<file path="src/rtl/axi4_lite_line_fill.sv">
// Line-fill sequencer: fetches WORDS_PER_LINE consecutive words of one aligned
// line through a single-word AXI4-Lite read master and assembles them in o_line.
module axi4_lite_line_fill #(
  parameter int AXI_ADDR_WIDTH = 64,
  parameter int AXI_DATA_WIDTH = 32,
  parameter int WORDS_PER_LINE = 16
) (
  input  logic                                     clk,
  input  logic                                     arstn,
  input  logic                                     i_fill_req,
  input  logic [AXI_ADDR_WIDTH-1:0]                i_fill_addr,
  output logic                                     o_busy,
  output logic [AXI_DATA_WIDTH*WORDS_PER_LINE-1:0] o_line,
  output logic                                     o_fill_done,
  output logic                                     o_fill_fault,
  output logic                                     o_start_read,
  output logic [AXI_ADDR_WIDTH-1:0]                o_rd_addr,
  input  logic [AXI_DATA_WIDTH-1:0]                i_rd_data,
  input  logic                                     i_rd_done,
  input  logic                                     i_rd_fault,
  output logic [1:0]                               o_dbg_state
);

  localparam int BYTES_PER_WORD = AXI_DATA_WIDTH / 8;
  localparam int OFF_W          = $clog2(WORDS_PER_LINE * BYTES_PER_WORD);
  localparam int CNT_W          = $clog2(WORDS_PER_LINE);
  localparam logic [AXI_ADDR_WIDTH-1:0] OFF_MASK  = AXI_ADDR_WIDTH'((64'd1 << OFF_W) - 64'd1);
  localparam logic [AXI_ADDR_WIDTH-1:0] ADDR_STEP = AXI_ADDR_WIDTH'(BYTES_PER_WORD);
  localparam logic [CNT_W-1:0]          LAST_WORD = CNT_W'(WORDS_PER_LINE - 1);

  typedef enum logic [1:0] {
    S_IDLE = 2'd0,
    S_REQ  = 2'd1,
    S_WAIT = 2'd2,
    S_DONE = 2'd3
  } state_t;

  state_t                                   r_state;
  state_t                                   w_next;
  logic                                     w_latch;
  logic                                     w_word_wr;
  logic                                     w_advance;
  logic                                     w_set_fault;
  logic [AXI_ADDR_WIDTH-1:0]                w_base;
  logic [AXI_ADDR_WIDTH-1:0]                r_rd_addr;
  logic [CNT_W-1:0]                         r_cnt;
  logic                                     r_fault;
  logic [AXI_DATA_WIDTH*WORDS_PER_LINE-1:0] r_line;

  assign w_base = i_fill_addr & ~OFF_MASK;

  always_ff @(posedge clk or negedge arstn) begin
    if (!arstn) r_state <= S_IDLE;
    else        r_state <= w_next;
  end

  // Read-master handshake: o_start_read is a one-cycle pulse with o_rd_addr
  // valid; the master answers with a one-cycle i_rd_done carrying data/fault.
  always_comb begin
    w_next      = r_state;
    w_latch     = 1'b0;
    w_word_wr   = 1'b0;
    w_advance   = 1'b0;
    w_set_fault = 1'b0;
    case (r_state)
      S_IDLE: begin
        if (i_fill_req) begin
          w_latch = 1'b1;
          w_next  = S_REQ;
        end
      end
      S_REQ: w_next = S_WAIT;
      S_WAIT: begin
        if (i_rd_done) begin
          if (i_rd_fault) begin
            w_set_fault = 1'b1;
            w_next      = S_DONE;
          end else begin
            w_word_wr = 1'b1;
            if (r_cnt == LAST_WORD) begin
              w_next = S_DONE;
            end else begin
              w_advance = 1'b1;
              w_next    = S_REQ;
            end
          end
        end
      end
      S_DONE:  w_next = S_IDLE;
      default: w_next = S_IDLE;
    endcase
  end

  // The read address register doubles as the line base plus word offset; the
  // line is aligned, so stepping by one word never carries past the line.
  always_ff @(posedge clk or negedge arstn) begin
    if (!arstn) begin
      r_rd_addr <= '0;
      r_cnt     <= '0;
      r_fault   <= 1'b0;
      r_line    <= '0;
    end else begin
      if (w_latch) begin
        r_rd_addr <= w_base;
        r_cnt     <= '0;
        r_fault   <= 1'b0;
      end
      if (w_advance) begin
        r_rd_addr <= r_rd_addr + ADDR_STEP;
        r_cnt     <= r_cnt + 1'b1;
      end
      if (w_set_fault) r_fault <= 1'b1;
      for (int k = 0; k < WORDS_PER_LINE; k++) begin
        if (w_word_wr && (r_cnt == CNT_W'(k)))
          r_line[k*AXI_DATA_WIDTH +: AXI_DATA_WIDTH] <= i_rd_data;
      end
    end
  end

  assign o_start_read = (r_state == S_REQ);
  assign o_busy       = (r_state != S_IDLE);
  assign o_fill_done  = (r_state == S_DONE);
  assign o_fill_fault = (r_state == S_DONE) && r_fault;
  assign o_rd_addr    = r_rd_addr;
  assign o_line       = r_line;
  assign o_dbg_state  = r_state;

endmodule

</file>
<file path="config.mk">
export PLATFORM = sky130hd
export DESIGN_NAME = axi4_lite_line_fill
export DESIGN_NICKNAME = d
export VERILOG_FILES = /design/src/rtl/axi4_lite_line_fill.sv
export SDC_FILE = /design/constraint.sdc
export NUM_CORES = 1
export LEC_CHECK = 0
export ABC_AREA = 0
export CAP_MARGIN = 30
export CORE_AREA = 3 3 262 264
export CTS_BUF_LIST = sky130_fd_sc_hd__clkbuf_16
export DETAILED_ROUTE_END_ITERATION = 8
export DIE_AREA = 0 0 265 267
export PLACE_DENSITY = 0.68
export SLEW_MARGIN = 25
export SYNTH_ARGS = -nofsm -noshare
export SYNTH_HDL_FRONTEND = slang
export SYNTH_SLANG_ARGS = --single-unit
</file>
<file path="constraint.sdc">
create_clock -name clk -period 3.6 [get_ports clk]
set_input_delay 0.36 -clock clk [delete_from_list [all_inputs] [get_ports clk]]
set_output_delay 0.36 -clock clk [all_outputs]
set_load 0.03 [all_outputs]
</file>
# Word-level counts from Yosys, hierarchy flattened
# Cells that the tools add are included.
[op_classes]
add_sub_neg = 2
n_mul = 0
div = 0
n_lt_le_gt_ge = 0
n_eq_ne = 20
shift = 0
n_mux = 23
n_bitwise = 0
n_reduce_logical = 23
[op_table]
columns = ["cell", "count"]
rows = [
  ["$mux 64", 2],
  ["$add 64x3->64 const B", 1],
  ["$eq 4x4->1 const B", 8],
  ["$logic_and 1x1->1", 17],
  ["$eq 4x3->1 const B", 4],
  ["$mux 1", 14],
  ["$eq 4x2->1 const B", 2],
  ["$mux 2", 4],
  ["$mux 4", 2],
  ["$pmux 2 s4", 1],
  ["$reduce_bool 2->1", 3],
  ["$add 4x1->4 const B", 1],
  ["$eq 2x2->1 const B", 2],
  ["$eq 4x1->1 const B", 1],
  ["$logic_not 4->1", 1],
  ["$ne 2x2->1 const B", 2],
  ["$eq 2x1->1 const B", 1],
  ["$logic_not 2->1", 1],
  ["$reduce_and 2->1", 1],
]
[word_totals]
register_bits = 583
latch_bits = 0
ram_bits = 0
rom_bits = 0
in_bits = 101
mem_count = 0

# Logic depth before layout (Yosys ltp)
# Gate-level depths: netlist (run 1).
[logic_depth]
word_depth = 6
depth_mapped = 8
mapped_depth_nobuf = 6

# Worst setup path before layout (run 1)
# Ideal clock, no wire load.
[synth_timing]
path_kind = "register to register"
start = "reg r_rd_addr[12] (netlist: o_rd_addr[12])"
end = "reg r_rd_addr[23] (netlist: o_rd_addr[23])"
arrival_time_ns = 2.106
required_time_ns = 3.455
setup_slack_ns = 1.349
stages_incl_launch_ff = 6
n_path_buf = 0
period_less_slack_ns = 2.251
path_cell_list = "dfrtp_1 -> nand4_1 -> or4_4 -> or4_4 -> o211ai_2 -> o311ai_1"
[synth_via]
elab_chain_len = 2
[synth_lines]
columns = ["item", "line_no", "text"]
rows = [
  ["start, declared", "45", "logic [AXI_ADDR_WIDTH-1:0] r_rd_addr;"],
  ["start signal, assigned", "104", "r_rd_addr <= w_base;"],
  ["start signal, assigned", "109", "r_rd_addr <= r_rd_addr + ADDR_STEP;"],
  ["$add 64x3->64", "109", ""],
  ["$mux 64", "108", "if (w_advance) begin"],
]
# No other way between the ends.
# A chain may end at the register's enable or synchronous reset.

# Worst setup path in the final report (run 1)
[layout_timing]
start = "reg r_state[1] (netlist: o_dbg_state[1])"
end = "reg r_rd_addr[33] (netlist: o_rd_addr[33])"
[layout_via]
elab_chain_len = 3
word_cells_on_any_way = 6
cone_classes = "1 x eq/ne; 3 x mux; 2 x reduce/logical"
[layout_lines]
columns = ["item", "line_no", "text"]
rows = [
  ["start, declared", "38", "state_t r_state;"],
  ["start signal, assigned", "54", "else r_state <= w_next;"],
  ["$eq 2x2->1 / $logic_not 2->1 (equally long branches)", "65", "case (r_state)"],
  ["$mux 1", "65", ""],
  ["$mux 64 / $reduce_bool 2->1 (equally long branches)", "--", ""],
]
# Several ways; a longest one is shown, not always the timed one.

==> metrics.yaml, run 1 <==
cts.clk_slew.worst_paths_ns: 0.06
maxCapViolCount: 0
ios: 683
grt_pass1_vias: 18336
post-route-drc-count: 0
first_pass_iters: 5
hp-class: "in2reg"
fill_cells: 5782
totalWireLength_mm: 86.8
worstPathRequired_ns: 4.13
place_hpwl_mm: 60.8
dr.first_iter.drc_count: 1018
synth_area_leaders: "dfrtp_1, mux2_2, nand2_1"
clk_latency_ns: 0.62
rsz0062_at_grt: "no"
cts.htree.levels: 3
p_per_area_nw_per_um2: 625
postLayoutCellArea_um2: 33900
synth_common_cells: "dfrtp_1, mux2_2, nand2_1"
dpl_cell_area_um2: 31600
end_kind: "flip-flop"
p_leak_nw: 15.7
cts_made_buffers: 67
rr_startpoint: "o_dbg_state[1]"
cts_hold_buffers: 1
synth_cell_types: 62
setup_slack_ns: 0.841
min_period_ns: 2.76
r2r-end: "o_rd_addr[33]"
dieWidth_um: 265
peakVddDrop_v: 0.000533
clock_path_buffers: 3
period_share_pct: 76.6
cts_sinks: 581
synth_seq_cells: 581
yosysWarnings: 0
syn_area_per_cell_um2: 14.0
dpl_worst_slack_ns: 0.561
synthCells: 1686
synth_top_area_cell: "dfrtp_1"
critical_path.max_fanout: 40
hold_start: "i_fill_addr[18]"
antenna_found_initial: 3
avgViaCountPerCell: 5.29
worst_pin_slew_ns: 0.944
setup_tns_ns: 0
grt_start_max_net_pins: 88
wl_per_cell_um: 26.3
die_h_um: 267
worstPathArrival_ns: 3.29
synth_most_common_cell: "dfrtp_1"
synth_edf_count: 0
clock-root-buffer: "clkbuf_16"
hold_depth: 3
antenna_left: 0
grt.overflow.total: 0
whs_endpoint: "o_rd_addr[18]"
finalSetupViolCount: 0
fp.coreArea_um2: 66800
grt.total_usage_pct: 24.0
critPathLaunchType: "flip-flop"
crit_type: "reg2reg"
cts_resized: 0
ys_seq_area_share_pct: 61.5
cts_setup_buffers: 0
hold_violations: 0
tritoncts: "yes"
die-area_um2: 70800
ff2ff_path_depth: 7
gp_congestion: 0.885
rows: 95
fmax_ghz: 0.362
area_growth_pct: 43.2
grt_pass1_wl_mm: 126
maxSlewHeadroom_pct: 36.9
nets: 2473
outcome: "finished, final reports clean"
slew_viol_final: 0
drive_above_1_share_pct: 28.3
yosysTopAreaCellShare_pct: 61.5
synth-async-reset-ratio_pct: 100
via_count: 17433
fin_skew_ns: 0.0404
synth_ff_type: "dfrtp_1"
start_util_pct: 35.4
r2r_slack_ns: 0.84
port_buffers: 674
synth_area_um2: 23700
## report_power, final
part           switching (W)  internal (W)
sequential           0.00101       0.00740
combinational        0.00358       0.00241
clock                0.00286       0.00392
## placed cells by master, fill, tap and decap left out, drive strengths merged, types with 4 or more instances in the layout
| cell | instances |
|---|---|
| a211oi | 7 |
| a21oi | 10 |
| a221o | 5 |
| a22oi | 6 |
| a311oi | 5 |
| and2 | 10 |
| and3 | 19 |
| and4 | 4 |
| buf | 56 |
| bufinv | 6 |
| clkbuf | 69 |
| clkdlybuf4s50 | 671 |
| clkinv | 31 |
| dfrtp | 581 |
| ha | 5 |
| inv | 31 |
| mux2 | 513 |
| mux2i | 21 |
| nand2 | 92 |
| nand3 | 42 |
| nand4 | 38 |
| nor2 | 51 |
| nor3 | 18 |
| nor4 | 23 |
| o211ai | 12 |
| o21ai | 14 |
| o22ai | 12 |
| o311ai | 8 |
| or3 | 12 |
| or4 | 9 |
## registers in the layout, summed over array words and instances, names as in the netlist
name,cells
o_dbg_state,2
r_cnt,4
o_rd_addr,62
o_line,512
r_fault,1
## cell families (layout without fill, tap and decap cells)
kind of cell,after synthesis,count (layout),synth area share (%)
xor gates and xnor gates,1,1,0.0370
muxes,534,534,25.3
buffers and inverters,132,866,2.29
adders and majority gates,5,5,0.264
other,1,5,0.0159
AOI/OAI and AO/OA,98,98,3.02
DFF,581,581,61.5
and+or+nand+nor,334,334,7.60
## worst max path at each step
stage              startpoint  depth (start not counted)       endpoint
4_1_cts        o_dbg_state[1]                          7  o_rd_addr[33]
6_report       o_dbg_state[1]                          7  o_rd_addr[33]
5_1_grt        o_dbg_state[1]                          7  o_rd_addr[33]
3_5_place_dp       i_rd_fault                          8  o_rd_addr[33]
3_3_place_gp       i_rd_fault                          8  o_rd_addr[33]
2_1_floorplan   o_rd_addr[12]                          5  o_rd_addr[23]
## routing by layer
| metal | GRT usage, % | part of all wire, % | vias up |
|---|---|---|---|
| li1 | - | - | 7459 |
| met1 | 29.2 | 39 | 9092 |
| met2 | 39.9 | 49 | 720 |
| met3 | 7.02 | 7.7 | 160 |
| met4 | 9.94 | 4.0 | 2 |
| met5 | 0 | 0.013 | - |
## through the flow
| stage | instances | hold slack, ns | util, % | power [W] |
|---|---|---|---|---|
| 2_1_floorplan | 1687 | 0.0644 | - | 0.0114 |
| 3_3_place_gp | 3168 | 0.447 | 47.4 | 0.0143 |
| 3_5_place_dp | 3168 | 0.444 | 47.3 | 0.0145 |
| 4_1_cts | 3292 | 0.298 | 50.7 | 0.0213 |
| 5_1_grt | 3295 | 0.328 | 50.7 | 0.0220 |
| 6_report | 3297 | 0.342 | 50.7 | 0.0212 |
## final cells by class
| cell class | instances | area, um2 | area share, % |
|---|---|---|---|
| Sequential cell | 581 | 14500 | 42.9 |
| Multi-Input combinational cell | 974 | 8630 | 25.5 |
| Timing Repair Buffer | 729 | 7340 | 21.7 |
| Clock buffer | 68 | 1700 | 5.02 |
| Tap cell | 873 | 1090 | 3.22 |
| Clock inverter | 55 | 515 | 1.52 |
| Inverter | 14 | 52.6 | 0.155 |
| Antenna cell | 3 | 7.51 | 0.0222 |
## critical path: stages (launching register included)
cell	delay, ns
dfrtp_1	0.59
nand4bb_1	0.39
buf_4	0.31
nor2_4	0.37
buf_12	0.27
nand3_1	0.19
or4_1	0.44
nand3_1	0.10
Note: power is estimated with default switching activity, not from simulation.
==> run 2: changes to the inputs <==
==> constraint.sdc (replaced) <==
create_clock -name clk -period 2.6 [get_ports clk]
set_input_delay 0.26 -clock clk [delete_from_list [all_inputs] [get_ports clk]]
set_output_delay 0.26 -clock clk [all_outputs]
set_load 0.03 [all_outputs]
==> metrics.yaml, run 2 (synthesized netlist as in run 1, its figures left out) <==
outcome: "finished, final reports clean"
finalSetupViolCount: 0  # unchanged
post-route-drc-count: 0  # unchanged
r2r_slack_ns: 0.21  # -0.63 ns
totalWireLength_mm: 87.7  # +1.0%
grt.overflow.total: 0  # unchanged
period_share_pct: 91.7  # +15 points
port_buffers: 674  # unchanged
critical_path.max_fanout: 8  # -80%
grt_pass1_wl_mm: 128  # +2.0%
hp-class: "in2async"
wl_met2_mm: 43.4  # +1.5%
fin_skew_ns: 0.0404  # +0.0000455 ns
maxCapViolCount: 0  # unchanged
crit_type: "reg2reg"
timing.hold.ws_ns: 0.170  # -0.172 ns
final_cell_mix: "clkdlybuf4s50_1, dfrtp_1, mux2_2"
end_kind: "flip-flop"
maxSlewHeadroom_pct: 35.6  # -1.3 points
worstPathArrival_ns: 2.92  # -0.37 ns
worst_pin_slew_ns: 0.963  # +0.0193 ns
clock-root-buffer: "clkbuf_16"
cts_setup_buffers: 0  # unchanged
dr.first_iter.drc_count: 1363  # +34%
area_growth_pct: 45.6
rsz0062_at_grt: "no"
avgViaCountPerCell: 5.28  # -0.23%
first_pass_iters: 7  # +2
antenna_left: 0  # unchanged
cts_made_buffers: 67  # unchanged
dieWidth_um: 265  # unchanged
ff2ff_path_depth: 5  # -2
largest_reg_flops: 512  # unchanged
diodes: 0  # -3
wl_per_cell_um: 26.2  # -0.45%
via_count: 17652  # +1.3%
min_period_ns: 2.39  # -0.374 ns
fmax_ghz: 0.419  # +16%
fp.coreArea_um2: 66800  # unchanged
worstPathRequired_ns: 3.14  # -0.99 ns
slew_viol_final: 0  # unchanged
antenna_found_initial: 2  # -1
grt_pass1_vias: 18584  # +1.4%
wl_met3_mm: 6.96  # +3.9%
clock_path_buffers: 3  # unchanged
p_per_area_nw_per_um2: 857  # +37%
rows: 95  # unchanged
peakVddDrop_v: 0.000714  # +34%
nets: 2532  # +2.4%
p_leak_nw: 16.0  # +2.0%
start_util_pct: 35.4  # unchanged
r2r-end: "o_rd_addr[60]"
dpl_cell_area_um2: 32300  # +2.0%
gp_congestion: 0.915  # +3.4%
tritoncts: "yes"
place_hpwl_mm: 62.4  # +2.7%
ios: 683  # unchanged
cts.htree.levels: 3  # unchanged
wl_met1_mm: 34.5  # +1.7%
critPathLaunchType: "flip-flop"
cts.clk_slew.worst_paths_ns: 0.06  # about the same
grt.total_usage_pct: 24.3  # +0.40 points
drive_above_1_share_pct: 30.4  # +2.0 points
top_layer: "met4"
final_common_cell: "clkdlybuf4s50_1"
die-area_um2: 70800  # unchanged
die_h_um: 267  # unchanged
dpl_worst_slack_ns: -0.121  # -0.683 ns
grt_start_max_net_pins: 77  # -13%
clk_latency_ns: 0.62  # about the same
total_power_w: 0.0295  # +39%
postLayoutCellArea_um2: 34400  # +1.7%
cts_sinks: 581  # unchanged
hold_violations: 0  # unchanged
rr_startpoint: "o_rd_addr[19]"
setup_slack_ns: 0.215  # -0.626 ns
-- run 2: changes by cell type in the layout (fill, tap and decap cells not counted), moves of 2 or more --
cell / change
inv_1: -3
clkinvlp_4: +3
clkdlybuf4s50_1: +2
clkinv_2: +4
buf_12: +13
diode_2: -3
clkinv_1: -11
buf_4: +48
buf_2: -2
-- run 2: metal layers --
metal	vias to the layer above	track usage, %
met3	161	6.96
met2	752	41.1
met5	-	0
met1	9176	30.0
met4	0	8.36
li1	7563	-
-- run 2: area by class of cell --
class / count / area, um2
clock buffer: 67 / 1680
clock inverter: 49 / 495
fill: 5676 / 32400
inverter: 14 / 52.6
multi-input combinational: 974 / 8640
sequential: 581 / 14500
tap: 873 / 1090
timing repair buffer: 788 / 7950
-- run 2: worst max path at each step --
stage	start	to	slack (ns)
final	o_rd_addr[19]	o_rd_addr[60]	0.21
after global routing	o_dbg_state[0]	o_line[39]	0.07
after CTS	o_rd_addr[19]	o_rd_addr[60]	0.16
after detailed placement	i_rd_fault	o_line[39]	-0.12
after global placement	i_rd_fault	o_line[61]	-0.14
after floorplan	o_rd_addr[12]	o_rd_addr[23]	0.35
-- run 2: repair_timing --
| action | in CTS | in global routing |
|---|---|---|
| endpoints found under the setup margin | 0 | 1 |
| hold buffers | 1 | 0 |
| gates resized for setup | 0 | 1 |
| endpoints found under the hold margin | 124 | 0 |
-- run 2: where the power goes --
part / internal (W) / total [W] / switching [W]
sequential: 0.0102 / 0.0115 / 0.00121
clock: 0.00528 / 0.00929 / 0.00400
combinational: 0.00354 / 0.00876 / 0.00522
-- run 2: critical path, stage by stage, from the launching register on --
cell and delay, ns:
dfrtp_1 0.49, nand4_2 0.39, nor4_2 0.47, nand4_1 0.37
or4_1 0.51, nand3_1 0.09
-- run 2: stage by stage --
| step | instances | TNS [ns] | utilization [%] |
|---|---|---|---|
| floorplan | 1687 | 0 | - |
| global placement | 3229 | -10.10 | 48.3 |
| detailed placement | 3229 | -7.66 | 48.3 |
| CTS | 3346 | 0 | 51.6 |
| global route | 3346 | 0 | 51.6 |
| finish | 3346 | 0 | 51.6 |
